### src/rtl/shreg_arb_pkg.sv
// Shared types for the two-requester shift-register arbiter: controller states and the stage record.
// The stage record here is the default-width form; the top builds the same layout at its own WIDTH.
package shreg_arb_pkg;

    localparam int unsigned DEFAULT_WIDTH = 16;

    typedef enum logic [1:0] {
        IDLE   = 2'd0,
        ACTIVE = 2'd1,
        FLUSH  = 2'd2
    } state_t;

    typedef struct packed {
        logic [DEFAULT_WIDTH-1:0] data;
        logic                     src;
        logic                     valid;
    } stage_t;

endpackage

### src/rtl/shreg_arb_ctrl_if.sv
// Request/response bundle between the two requesters, the consumer and shreg_arb_ctrl.
// Defining SHREG_ARB_STATS_EN adds the per-requester accept counters Acc0/Acc1.
interface shreg_arb_ctrl_if #(
    parameter int WIDTH = 16
);

    logic [WIDTH-1:0] Din0;
    logic             Valid0;
    logic             Ready0;
    logic [WIDTH-1:0] Din1;
    logic             Valid1;
    logic             Ready1;
    logic             Flush;
    logic [WIDTH-1:0] Dout;
    logic             Src;
    logic             OutValid;
    logic             OutReady;
    logic [3:0]       Count;
    logic             Busy;

`ifdef SHREG_ARB_STATS_EN
    logic [15:0]      Acc0;
    logic [15:0]      Acc1;

    modport master (
        output Din0, Valid0, Din1, Valid1, Flush, OutReady,
        input  Ready0, Ready1, Dout, Src, OutValid, Count, Busy, Acc0, Acc1
    );

    modport slave (
        input  Din0, Valid0, Din1, Valid1, Flush, OutReady,
        output Ready0, Ready1, Dout, Src, OutValid, Count, Busy, Acc0, Acc1
    );
`else
    modport master (
        output Din0, Valid0, Din1, Valid1, Flush, OutReady,
        input  Ready0, Ready1, Dout, Src, OutValid, Count, Busy
    );

    modport slave (
        input  Din0, Valid0, Din1, Valid1, Flush, OutReady,
        output Ready0, Ready1, Dout, Src, OutValid, Count, Busy
    );
`endif

endinterface

### src/rtl/shreg_stage.sv
// One enabled pipeline register holding a stage record; the record layout is passed in as a type.
module shreg_stage
    import shreg_arb_pkg::*;
#(
    parameter type T = stage_t
) (
    input  logic Clock,
    input  logic Reset,
    input  logic i_en,
    input  T     i_d,
    output T     o_q
);

    T r_q;

    always_ff @(posedge Clock or negedge Reset) begin
        if (!Reset) begin
            r_q <= '0;
        end else if (i_en) begin
            r_q <= i_d;
        end
    end

    assign o_q = r_q;

endmodule

### src/rtl/shreg_arb_ctrl.sv
// Round-robin arbiter for two requesters feeding a DEPTH-stage shift chain with flush and occupancy count.
// Optional feature: define SHREG_ARB_STATS_EN for saturating per-requester accept counters.
module shreg_arb_ctrl
    import shreg_arb_pkg::*;
#(
    parameter int WIDTH = 16,
    parameter int DEPTH = 8
) (
    input logic               Clock,
    input logic               Reset,
    shreg_arb_ctrl_if.slave   bus
);

    typedef struct packed {
        logic [WIDTH-1:0] data;
        logic             src;
        logic             valid;
    } stage_w_t;

    stage_w_t   w_stage_q [DEPTH];
    stage_w_t   w_head_d;

    state_t     r_state;
    logic       r_busy;
    logic       r_last;
    logic [3:0] r_count;

    logic       w_advance;
    logic       w_open;
    logic       w_grant0;
    logic       w_grant1;
    logic       w_ready0;
    logic       w_ready1;
    logic       w_accept;
    logic       w_consume;
    logic [3:0] w_count_next;

    // r_last names the requester accepted most recently; a tie goes to the other one.
    assign w_advance    = !w_stage_q[DEPTH-1].valid || bus.OutReady;
    assign w_open       = w_advance && !bus.Flush && (r_state != FLUSH);
    assign w_grant0     = bus.Valid0 && (!bus.Valid1 || r_last);
    assign w_grant1     = bus.Valid1 && (!bus.Valid0 || !r_last);
    assign w_ready0     = w_open && w_grant0;
    assign w_ready1     = w_open && w_grant1;
    assign w_accept     = w_ready0 || w_ready1;
    assign w_consume    = w_stage_q[DEPTH-1].valid && bus.OutReady;
    assign w_count_next = r_count + {3'b000, w_accept} - {3'b000, w_consume};

    // A cycle without an accept pushes a bubble that keeps the old data and tag.
    always_comb begin
        w_head_d       = w_stage_q[0];
        w_head_d.valid = 1'b0;
        if (w_ready1) begin
            w_head_d.data  = bus.Din1;
            w_head_d.src   = 1'b1;
            w_head_d.valid = 1'b1;
        end else if (w_ready0) begin
            w_head_d.data  = bus.Din0;
            w_head_d.src   = 1'b0;
            w_head_d.valid = 1'b1;
        end
    end

    for (genvar i = 0; i < DEPTH; i++) begin : g_stage
        if (i == 0) begin : g_head
            shreg_stage #(.T(stage_w_t)) u_stage (
                .Clock (Clock),
                .Reset (Reset),
                .i_en  (w_advance),
                .i_d   (w_head_d),
                .o_q   (w_stage_q[i])
            );
        end else begin : g_body
            shreg_stage #(.T(stage_w_t)) u_stage (
                .Clock (Clock),
                .Reset (Reset),
                .i_en  (w_advance),
                .i_d   (w_stage_q[i-1]),
                .o_q   (w_stage_q[i])
            );
        end
    end

    // Returning to IDLE is decided on the next occupancy so Busy drops with the last consume.
    always_ff @(posedge Clock or negedge Reset) begin
        if (!Reset) begin
            r_state <= IDLE;
            r_busy  <= 1'b0;
            r_last  <= 1'b1;
            r_count <= 4'd0;
        end else begin
            r_count <= w_count_next;
            if (w_accept) begin
                r_last <= w_ready1;
            end
            case (r_state)
                IDLE: begin
                    if (w_accept) begin
                        r_state <= ACTIVE;
                        r_busy  <= 1'b1;
                    end
                end
                ACTIVE: begin
                    if (w_count_next == 4'd0) begin
                        r_state <= IDLE;
                        r_busy  <= 1'b0;
                    end else if (bus.Flush) begin
                        r_state <= FLUSH;
                    end
                end
                FLUSH: begin
                    if (w_count_next == 4'd0) begin
                        r_state <= IDLE;
                        r_busy  <= 1'b0;
                    end
                end
                default: begin
                    r_state <= IDLE;
                    r_busy  <= 1'b0;
                end
            endcase
        end
    end

`ifdef SHREG_ARB_STATS_EN
    logic [15:0] r_acc0;
    logic [15:0] r_acc1;

    always_ff @(posedge Clock or negedge Reset) begin
        if (!Reset) begin
            r_acc0 <= 16'd0;
            r_acc1 <= 16'd0;
        end else begin
            if (w_ready0 && (r_acc0 != 16'hFFFF)) begin
                r_acc0 <= r_acc0 + 16'd1;
            end
            if (w_ready1 && (r_acc1 != 16'hFFFF)) begin
                r_acc1 <= r_acc1 + 16'd1;
            end
        end
    end

    assign bus.Acc0 = r_acc0;
    assign bus.Acc1 = r_acc1;
`endif

    assign bus.Ready0   = w_ready0;
    assign bus.Ready1   = w_ready1;
    assign bus.Dout     = w_stage_q[DEPTH-1].data;
    assign bus.Src      = w_stage_q[DEPTH-1].src;
    assign bus.OutValid = w_stage_q[DEPTH-1].valid;
    assign bus.Count    = r_count;
    assign bus.Busy     = r_busy;

endmodule

### src/flat_wrapper.sv
// flat-port wrapper written by rule: the top's interface ports become plain ports
module shreg_arb_ctrl_flat import shreg_arb_pkg::*;
#(
    parameter int WIDTH = 16,
    parameter int DEPTH = 8
)
  (Clock, Reset, bus_Din0, bus_Valid0, bus_Din1, bus_Valid1, bus_Flush, bus_OutReady, bus_Ready0, bus_Ready1, bus_Dout, bus_Src, bus_OutValid, bus_Count, bus_Busy);
  shreg_arb_ctrl_if #(.WIDTH(WIDTH)) bus_i ();
  input logic Clock;
  input logic Reset;
  input wire logic [$bits(bus_i.Din0)-1:0] bus_Din0;
  input wire logic [$bits(bus_i.Valid0)-1:0] bus_Valid0;
  input wire logic [$bits(bus_i.Din1)-1:0] bus_Din1;
  input wire logic [$bits(bus_i.Valid1)-1:0] bus_Valid1;
  input wire logic [$bits(bus_i.Flush)-1:0] bus_Flush;
  input wire logic [$bits(bus_i.OutReady)-1:0] bus_OutReady;
  output wire logic [$bits(bus_i.Ready0)-1:0] bus_Ready0;
  output wire logic [$bits(bus_i.Ready1)-1:0] bus_Ready1;
  output wire logic [$bits(bus_i.Dout)-1:0] bus_Dout;
  output wire logic [$bits(bus_i.Src)-1:0] bus_Src;
  output wire logic [$bits(bus_i.OutValid)-1:0] bus_OutValid;
  output wire logic [$bits(bus_i.Count)-1:0] bus_Count;
  output wire logic [$bits(bus_i.Busy)-1:0] bus_Busy;
  assign bus_i.Din0 = bus_Din0;
  assign bus_i.Valid0 = bus_Valid0;
  assign bus_i.Din1 = bus_Din1;
  assign bus_i.Valid1 = bus_Valid1;
  assign bus_i.Flush = bus_Flush;
  assign bus_i.OutReady = bus_OutReady;
  assign bus_Ready0 = bus_i.Ready0;
  assign bus_Ready1 = bus_i.Ready1;
  assign bus_Dout = bus_i.Dout;
  assign bus_Src = bus_i.Src;
  assign bus_OutValid = bus_i.OutValid;
  assign bus_Count = bus_i.Count;
  assign bus_Busy = bus_i.Busy;
  shreg_arb_ctrl #(.WIDTH(WIDTH), .DEPTH(DEPTH)) u_core (.Clock(Clock), .Reset(Reset), .bus(bus_i));
endmodule
### config.mk
export PLATFORM = sky130hd
export DESIGN_NAME = shreg_arb_ctrl_flat
export DESIGN_NICKNAME = d
export VERILOG_FILES = /design/src/rtl/shreg_arb_pkg.sv /design/src/rtl/shreg_arb_ctrl_if.sv /design/src/rtl/shreg_stage.sv /design/src/rtl/shreg_arb_ctrl.sv /design/src/flat_wrapper.sv
export SDC_FILE = /design/constraint.sdc
export NUM_CORES = 1
export LEC_CHECK = 0
export ABC_AREA = 1
export BUFFER_PORTS_ARGS = -buffer_cell sky130_fd_sc_hd__buf_4
export CORE_MARGIN = 2
export CORE_UTILIZATION = 57
export DETAILED_ROUTE_END_ITERATION = 10
export PLACE_DENSITY = 0.78
export RECOVER_POWER = 100
export SLEW_MARGIN = 20
export SYNTH_ARGS = -nofsm -noshare
export SYNTH_HDL_FRONTEND = slang
export SYNTH_SLANG_ARGS = --single-unit
### constraint.sdc
create_clock -name Clock -period 3.2 [get_ports Clock]
set_input_delay 0.32 -clock Clock [delete_from_list [all_inputs] [get_ports Clock]]
set_output_delay 0.32 -clock Clock [all_outputs]
set_load 0.005 [all_outputs]
==> results of run 1 <==
-- synth_stat cells --
library cell,instances
a21oi_1,54
o21ai_4,1
nand2_1,124
ha_1,7
buf_6,1
or2_1,1
inv_2,5
clkbuf_1,7
dfrtp_1,151
fa_1,1
nor3_4,1
nand2_4,1
nor2_1,56
inv_1,73
mux2_2,20
nand2_2,1
buf_2,19
o211ai_1,1
o21ai_1,1
o21ai_0,53
nand3_2,1
nor2_2,1
a21oi_4,1
dfstp_2,1
or2_2,1
nand3_1,22
buf_1,1
-- worst max-delay path: cells and delay by family, from the launching register on --
kind | cells | cell delay [ns]
buf+inv | 3 | 0.99
simple gates | 3 | 0.48
flops | 1 | 0.39
fa+ha+maj | 1 | 0.24
-- timing repair --
item / CTS / global route
endpoints found under the setup margin: 0 / 0
hold buffers: 28 / 0
endpoints found under the hold margin: 108 / 0
-- sequential cells by signal, indices dropped and copies added (netlist names) --
name,flops
u_core.bus.Count,4
u_core.r_last,1
u_core.r_state,2
u_core.bus.Busy,1
u_core.g_stage.g_head.u_stage.o_q,18
u_core.g_stage.g_body.u_stage.o_q,126
-- how the worst max path moves through the flow --
stage,startpoint,end,slack [ns],depth (start not counted)
detailed placement,u_core.r_state[0],u_core.r_state[0],0.27,16
floorplan,u_core.r_state[0],u_core.r_state[0],0.59,16
global route,u_core.r_state[0],u_core.r_state[0],0.02,15
finish,u_core.r_state[0],bus_Ready1,0.26,7
CTS,u_core.r_state[0],u_core.r_state[0],0.25,16
global placement,u_core.r_state[0],u_core.r_state[1],0.47,16
-- cell families (layout without fill, tap and decap cells) --
kind of cell | after synthesis | in the layout | share of synthesized area (%)
and+or+nand+nor | 209 | 209 | 14.1
DFF | 152 | 152 | 63.5
AOI/OAI and AO/OA | 111 | 111 | 9.68
buffers and inverters | 106 | 204 | 7.16
muxes | 20 | 20 | 3.76
adders and majority gates | 8 | 8 | 1.79
-- cells in the final DEF (no fill, tap or decap), types with 3 or more instances in the layout --
cell type and instances:
a21oi_1 54, buf_4 37, clkbuf_1 5, clkbuf_16 16
clkbuf_2 3, clkbuf_4 22, clkbuf_8 3, clkinv_2 3
clkinvlp_4 6, dfrtp_1 151, dlygate4sd3_1 28, ha_1 7
inv_1 75, inv_2 3, mux2_2 19, nand2_1 124
nand3_1 23, nor2_1 56, o21ai_0 53
-- area by class of cell --
cell class | instances | area, um2 | share of cell area [%]
clock buffer | 21 | 449 | 6.12
timing repair buffer | 94 | 769 | 10.5
tap | 136 | 170 | 2.32
multi-input combinational | 348 | 1750 | 23.9
clock inverter | 11 | 98.8 | 1.35
inverter | 78 | 293 | 3.99
sequential | 152 | 3800 | 51.8
-- layer usage --
metal  track usage, %  vias up
met5                0        -
met4             6.59        0
met3             5.64       20
met2             33.5       86
met1             26.7     1965
li1                 -     2071
-- power by group --
part / total (mW) / internal, mW / switching (mW)
sequential: 3.32 / 2.89 / 0.433
combinational: 2.21 / 1.00 / 1.20
clock: 1.81 / 1.07 / 0.744
total: 7.34 / 4.96 / 2.38
==> results.md, run 1 <==
- Outcome: complete, but fails checks
- Failing checks: max-capacitance violations, max-slew violations
- IO Port Bufs: 62
- DRC: 0
- Routed vias: 4142
- Final setup viols: 0
- Cts repair resizes: 0
- M1 WL: 4740 um
- Dominant cell type by area after synthesis: dfrtp_1
- # IOs: 63
- Tot GR Track Use: 20.5%
- Fmax: 0.340 GHz
- Via density: 4.93
- Clk slew on worst S/H paths: 0.06 ns
- Slack of the worst reg-to-reg path: 0.26 ns
- Critical R2R Launch: u_core.r_state[0]
- Synth Cell Area: 6000 um2
- 1st-pass router iterations: 5
- Tightest Pin Transition: 2.26 ns
- GP Congestion: 0.746
- DR top layer: met4
- Worst Hold Class: primary input to flop
- Syn Inst Count: 606
- Final Max Slew Viols: 95
- Hold Vio Cnt, Final: 0
- Area contributors post-synth: dfrtp_1 (63%), nand2_1 (7.8%), inv_1 (4.6%)
- Core ar.: 10300 um2
- Setup crit start kind: flop
- WS Path Type: flop to output pin
- Final Non-Filler Cells: 840
- Layout Nets: 737
- Total setup buffers inserted after CTS: 0
- Grt total ovfl: 0
- # H-tree levels: 4
- Worst-Skew Late Latency: 0.52 ns
- P_leak: 3.66 nW
- Crit-path max FO: 18
- Hold_ws: 0.0205 ns
- Crit. End Element: output pin
- Net Count, Synth: 652
- Fillers: 721
- Yosys top cell area share: 63.0%
- Syn Area/Cell: 9.89 um2
- Wire per inst: 12.4 um
- Max Cap Violations: 1
- Critical path's largest stage delay: 0.61 ns
- FF+latch count, synth: 152
- WP data required: 2.88 ns
- Clk buf depth: 2
- PD cells: 1000 nW/um2
- Critical path, cell by cell: inv_1 -> ha_1 -> nor2_2 -> nand2_2 -> nor3_1 -> clkbuf_1 -> clkbuf_4
- Sequential cell area fraction in the yosys report: 63.5%
- RSZ-0062 raised after global routing: false
- Final period util: 91.8%
- Share of post-route cells with drive strength above 1: 17.3%
- Number of synthesis warnings: 0
- Initial Utilization: 58.3%
- Hold path start: bus_Din0[10]
- Detailed Place HPWL: 6150 um
- Number of instances in the placed design: 780
- Clock Skew: 0.00653 ns
- Pwr Total: 7.34 mW
- Reg-to-Reg End: u_core.r_state[0]
- Setup_tns: 0 ns
- Chip Height: 107 um
- Vias in the first global route: 4109
- CTS tree: built
- Initial antenna violation count: 0
- Tmin final: 2.94 ns
- Final WS setup: 0.262 ns
- Post-DRT Antenna Nets: 0
- Finished Cell Area: 7340 um2
- Initial DRC count: 204
- DR WL met3: 392 um
- DR WL met2: 5120 um
- Ant diodes: 0
- Die Wd: 107 um
- Pre-CTS setup slack: 0.268 ns
- Final WL: 10400 um
- Die ar.: 11400 um2
- Hold Crit Endpoint: u_core.g_stage[0].g_head.u_stage.o_q[12]
- Hold Crit Depth: 3
- Clk sinks: 152
- Area growth syn-to-layout: 22.4%
- Synth unique cells: 27
- Root buf cell: clkbuf_8
- R2R depth: 16
- Global-route wire length before repair: 18300 um
- Largest net degree at the start of global routing: 96
- Peak supply drop: 0.459 mV
- Arr. time, crit path: 2.62 ns
- Crit-path slowest cell: clkbuf_1
- Slew Limit Headroom: -50.5%
- Post-place instance area: 6550 um2
- Num CTS Buffers: 17
- Row count: 37
- Fin util: 71.4%
Note: power is estimated with default switching activity, not from simulation.
==> run 2, diff against run 1 <==
--- a/config.mk
+++ b/config.mk
@@ -5,7 +5,6 @@
 export SDC_FILE = /design/constraint.sdc
 export NUM_CORES = 1
 export LEC_CHECK = 0
-export ABC_AREA = 1
 export BUFFER_PORTS_ARGS = -buffer_cell sky130_fd_sc_hd__buf_4
 export CORE_MARGIN = 2
 export CORE_UTILIZATION = 57
==> constraint.sdc (replaced) <==
create_clock -name Clock -period 3.65 [get_ports Clock]
set_input_delay 0.365 -clock Clock [delete_from_list [all_inputs] [get_ports Clock]]
set_output_delay 0.365 -clock Clock [all_outputs]
set_load 0.005 [all_outputs]
==> results.md, run 2 <==
- Final period util: 83.9%
- IO Port Bufs: 62
- Initial antenna violation count: 0
- Clk slew on worst S/H paths: 0.06 ns
- Post-synth EDFFs: 0
- # IOs: 63
- Max FFs per register: 126
- Final setup viols: 0
- Share of post-route cells with drive strength above 1: 14.1%
- Final WL: 10300 um
- Pwr Total: 6.06 mW
- Area growth syn-to-layout: 18.1%
- Slack of the worst reg-to-reg path: 0.59 ns
- Num CTS Buffers: 17
- Clk sinks: 152
- Worst Hold Class: primary input to flop
- Routed vias: 4315
- Clock Power Share: 27.2%
- Hold Vio Cnt, Final: 0
- Number of synthesis warnings: 0
- Critical path launch point: u_core.r_state[0]
- Setup_tns: 0 ns
- Setup crit start kind: flop
- PD cells: 851 nW/um2
- Syn Area/Cell: 9.27 um2
- End of the critical path: u_core.bus.Busy
- Total setup buffers inserted after CTS: 0
- Tightest Pin Transition: 2.19 ns
- Clk buf depth: 2
- Most numerous cell in the Yosys netlist: nand2_1
- Die Wd: 107 um
- Sequential cell area fraction in the yosys report: 63.1%
- Crit. End Element: flop
- Dominant cell type by area after synthesis: dfrtp_1
- Initial Utilization: 58.7%
- Peak supply drop: 0.395 mV
- Post-DRT Antenna Nets: 0
- Most frequent cells in the layout: nand2_1 (380), dfrtp_1 (151), buf_4 (38)
- 1st-pass router iterations: 4
- R2R depth: 12
- Failing checks: max-capacitance violations, max-slew violations
- Reg-to-Reg End: u_core.bus.Busy
- # H-tree levels: 4
- Final Non-Filler Cells: 854
- DRC: 0
- Row count: 37
- Detailed Place HPWL: 6240 um
- Clock Skew: 0.00562 ns
- Post-synth top cells: nand2_1 (380), dfrtp_1 (151), clkbuf_1 (19), and2_1 (17), a221o_1 (16)
- Flop pwr share: 46.8%
- Layout Nets: 751
- Yosys top cell area share: 62.7%
- RSZ-0062 raised after global routing: false
- Syn Inst Count: 650
- Worst-Skew Late Latency: 0.52 ns
- Core ar.: 10300 um2
- Number of instances in the placed design: 821
- Top_reg_cell synth: dfrtp_1
- P_leak: 3.88 nW
- Wire per inst: 12.1 um
- Final Max Slew Viols: 94
- FF+latch count, synth: 152
- Tmin final: 3.06 ns
- Max Cap Violations: 1
- CTS tree: built
- Outcome: complete, but fails checks
- Critical R2R Launch: u_core.r_state[0]
- Most common cell after layout, fill and taps aside: nand2_1
- Async set or reset register ratio after synthesis: 100%
- Tot GR Track Use: 20.5%
- Slew Limit Headroom: -45.9%
- Cts repair resizes: 0
- Chip Height: 107 um
- Grt total ovfl: 0
- Arr. time, crit path: 3.49 ns
- Largest net degree at the start of global routing: 94
- WS Path Type: flop to flop
- Ant diodes: 0
- Die ar.: 11400 um2
- Initial DRC count: 241
- Final WS setup: 0.588 ns
- Area contributors post-synth: dfrtp_1 (63%), nand2_1 (24%), a221o_1 (2.7%)
- Fmax: 0.327 GHz
- Pre-CTS setup slack: 0.735 ns
- Via density: 5.05
- Root buf cell: clkbuf_8
- Net Count, Synth: 696
- Vias in the first global route: 4175
- Synth unique cells: 36
- Switching power share of the total: 32.3%
- Gate power share: 25.9%
- WP data required: 4.08 ns
- Crit-path max FO: 5
- Internal: 4.10 mW
- Sw Pwr: 1.96 mW
- GP Congestion: 0.776
- Synth Cell Area: 6030 um2
- Global-route wire length before repair: 18500 um
==> run 2: changes by cell type in the layout (fill, tap and decap cells not counted), moves of 27 or more <==
| cell | change |
|---|---|
| dlygate4sd3_1 | -27 |
| o21ai_0 | -52 |
| a21oi_1 | -51 |
| nand2_1 | +256 |
| nor2_1 | -54 |
| inv_1 | -63 |
==> run 2: area by class of cell <==
cell class,count,area [um2]
clock buffer,20,445
clock inverter,12,126
sequential,152,3800
inverter,13,48.8
fill,777,3160
tap,136,170
multi-input combinational,452,2020
timing repair buffer,69,504
==> run 2: worst max-delay path, stage by stage (launching register included) <==
cell      delay, ns
dfrtp_1        0.38
inv_1          0.08
ha_1           0.25
nor3_1         0.32
o21ai_0        0.19
clkinv_1       0.13
ha_1           0.17
inv_1          0.05
fa_1           0.48
inv_1          0.05
nor3_1         0.44
o221ai_1       0.21
a311oi_1       0.21
==> run 2: metrics by stage <==
step	hold slack, ns	utilization, %	cell area (um2)
finish	0.0669	69.2	7120
global route	0.0499	69.2	7120
CTS	0.0454	69.6	7150
detailed placement	0.455	63.9	6570
global placement	0.448	63.9	6570
floorplan	0.0694	-	6030
==> run 2: logic make-up after synthesis <==
group	share of synthesized area [%]
AOI/OAI and AO/OA	4.36
xor gates and xnor gates	0.291
adders and majority gates	1.78
buffers and inverters	3.34
DFF	63.1
and+or+nand+nor	27.1
==> run 2: worst min-delay path by stage <==
stage	start	end	slack, ns	cells past startpoint
floorplan	Reset	u_core.bus.Busy	0.07	0
global placement	u_core.g_stage[6].g_body.u_stage.o_q[0]	u_core.g_stage[6].g_body.u_stage.o_q[0]	0.45	2
detailed placement	u_core.g_stage[3].g_body.u_stage.o_q[13]	u_core.g_stage[4].g_body.u_stage.o_q[13]	0.45	2
CTS	bus_Din1[4]	u_core.g_stage[0].g_head.u_stage.o_q[6]	0.05	2
global route	bus_Din1[7]	u_core.g_stage[0].g_head.u_stage.o_q[9]	0.05	2
finish	bus_Din1[4]	u_core.g_stage[0].g_head.u_stage.o_q[6]	0.07	2
==> run 2: layer usage <==
layer  routed length [um]  track usage [%]  up-vias
met3                  424             5.05        7
met5                    0                0        -
met2                 5140             34.3      109
li1                     -                -     2147
met1                 4650             25.9     2052
met4                   89             8.35        0
==> run 2: repair_timing <==
item | CTS | global route
hold buffers | 1 | 0
setup endpoints to repair | 0 | 0
endpoints found under the hold margin | 90 | 0
==> run 2: power groups by stage <==
stage | combinational (mW) | sequential (mW) | clock, mW
after floorplan | 1.16 | 2.76 | 0
after global placement | 1.51 | 2.82 | 0
after detailed placement | 1.59 | 2.85 | 0
after CTS | 1.63 | 2.84 | 1.69
after global routing | 1.84 | 2.93 | 1.76
final | 1.57 | 2.84 | 1.65
==> run 3, diff against run 2 <==
--- a/config.mk
+++ b/config.mk
@@ -7,9 +7,9 @@
 export LEC_CHECK = 0
 export BUFFER_PORTS_ARGS = -buffer_cell sky130_fd_sc_hd__buf_4
 export CORE_MARGIN = 2
-export CORE_UTILIZATION = 57
+export CORE_UTILIZATION = 52
 export DETAILED_ROUTE_END_ITERATION = 10
-export PLACE_DENSITY = 0.78
+export PLACE_DENSITY = 0.75
 export RECOVER_POWER = 100
 export SLEW_MARGIN = 20
 export SYNTH_ARGS = -nofsm -noshare
==> constraint.sdc (replaced) <==
create_clock -name Clock -period 2.67 [get_ports Clock]
set_input_delay 0.267 -clock Clock [delete_from_list [all_inputs] [get_ports Clock]]
set_output_delay 0.267 -clock Clock [all_outputs]
set_load 0.005 [all_outputs]
==> results.md, run 3 (synthesis gave the netlist of run 2 again) <==
- PD cells: 1190 nW/um2
- P_leak: 3.91 nW
- Final Max Slew Viols: 76
- Final WL: 10500 um
- Crit-path max FO: 5
- Worst Hold Class: primary input to flop
- # IOs: 63
- Max FFs per register: 126
- Die Wd: 112 um
- Clock Skew: 0.00950 ns
- Pwr Total: 8.62 mW
- Tot GR Track Use: 18.2%
- DRC: 0
- Outcome: complete, but fails checks
- Routed vias: 4236
- Cell family with most CP delay: adder cells
- Most common cell after layout, fill and taps aside: nand2_1
- WP data required: 2.96 ns
- Most frequent cells in the layout: nand2_1 (380), dfrtp_1 (150), buf_4 (42)
- Critical path's largest stage delay: 0.53 ns
- Row count: 39
- Ant diodes: 0
- Arr. time, crit path: 2.86 ns
- Vias in the first global route: 4118
- Hold Vio Cnt, Final: 0
- CTS tree: built
- Wire per inst: 12.2 um
- Most used cell, CP: inv_2
- Num CTS Buffers: 17
- Chip Height: 112 um
- Detailed Place HPWL: 6350 um
- Global-route wire length before repair: 18300 um
- Slew Limit Headroom: -21.1%
- Post-DRT Antenna Nets: 0
- Met3 Track Usage GR: 5.17%
- Worst path bufs/invs: 5
- Layout Nets: 754
- WS Path Type: flop to flop
- Routing usage on met2: 29.3%
- IO Port Bufs: 62
- Largest net degree at the start of global routing: 127
- 1st-pass router iterations: 4
- Root buf cell: clkbuf_16
- Initial antenna violation count: 0
- Share of post-route cells with drive strength above 1: 15.7%
- Worst-Skew Late Latency: 0.42 ns
- GP Congestion: 0.751
- Fmax: 0.389 GHz
- Setup crit start kind: flop
- Area growth syn-to-layout: 20.4%
- # H-tree levels: 4
- Grt total ovfl: 0
- Via density: 4.91
- Critical path, cell by cell: inv_2 -> ha_4 -> nor3_4 -> o21ai_2 -> inv_2 -> ha_4 -> inv_1 -> fa_2 -> inv_2 -> nor3_4 -> buf_4 -> and4b_1 -> a311oi_2
- Initial Utilization: 53.0%
- Tmin final: 2.57 ns
- Final WS setup: 0.0970 ns
- Core ar.: 11400 um2
- Final setup viols: 0
- Max Cap Violations: 1
- Clk slew on worst S/H paths: 0.06 ns
- Number of instances in the placed design: 827
- Pre-CTS setup slack: -0.129 ns
- Met1 Resource Use GR: 23.9%
- Slack of the worst reg-to-reg path: 0.1 ns
- Final period util: 96.4%
- Post-place instance area: 6590 um2
- Clk sinks: 152
- Initial DRC count: 401
- Setup_tns: 0 ns
- Failing checks: max-capacitance violations, max-slew violations
- Peak supply drop: 0.579 mV
- Finished Cell Area: 7260 um2
- GRT busiest layer: met2
- Tightest Pin Transition: 1.82 ns
- Crit-path slowest cell: fa_2
- Final Non-Filler Cells: 863
- RSZ-0062 raised after global routing: false
- Clk buf depth: 2
- Crit. End Element: flop
- Die ar.: 12500 um2
run 3: cell types whose count changed in the layout (fill, tap and decap cells not counted), sizes merged:
| cell | delta |
|---|---|
| clkbuf | -1 |
| bufinv | +1 |
| inv | +1 |
| buf | +5 |
| clkinvlp | +1 |
| clkinv | -5 |
run 3: worst paths after layout:
kind | start | end | cells after the start
worst max-delay path | u_core.r_state[0] | u_core.bus.Busy | 13
worst min-delay path | bus_Din1[7] | u_core.g_stage[0].g_head.u_stage.o_q[9] | 2
worst max register to register | u_core.r_state[0] | u_core.bus.Busy | 13
worst min register to register | u_core.g_stage[7].g_body.u_stage.o_q[12] | u_core.g_stage[7].g_body.u_stage.o_q[12] | 2
max in group asynchronous | Reset | u_core.g_stage[3].g_body.u_stage.o_q[5] | 3
min in group asynchronous | Reset | u_core.g_stage[7].g_body.u_stage.o_q[1] | 2
run 3: power breakdown:
part           leakage [nW]  total [mW]  internal, mW  switching, mW
Combinational          1.71        2.36          1.03           1.33
Clock                 0.280        2.39          1.49          0.900
Sequential             1.92        3.87          3.32          0.550
run 3: metal layers:
| metal | up-vias | wire (um) |
|---|---|---|
| li1 | 2147 | - |
| met3 | 12 | 455 |
| met1 | 1979 | 5000 |
| met5 | - | 0 |
| met2 | 98 | 4950 |
| met4 | 0 | 129 |
run 3: what timing repair did:
item / 4_1_cts / 5_1_grt
hold buffers: 1 / 0
resized for setup: 3 / 9
pin swaps: 2 / 4
endpoints found under the hold margin: 74 / 0
endpoints found under the setup margin: 3 / 4
buffers inserted: 1 / 3
run 3: layout make-up:
| type | instances | area [um2] |
|---|---|---|
| Clock buffer | 21 | 450 |
| Clock inverter | 10 | 148 |
| Fill cell | 904 | 4110 |
| Inverter | 13 | 48.8 |
| Multi-Input combinational cell | 452 | 2080 |
| Sequential cell | 152 | 3810 |
| Tap cell | 143 | 179 |
| Timing Repair Buffer | 72 | 544 |
run 3: metrics by stage:
stage	utilization, %	hold slack, ns
finish	63.9	0.0766
global route	63.9	0.0672
CTS	63.5	0.0689
detailed placement	57.9	0.327
global placement	57.9	0.321
floorplan	-	-0.0286
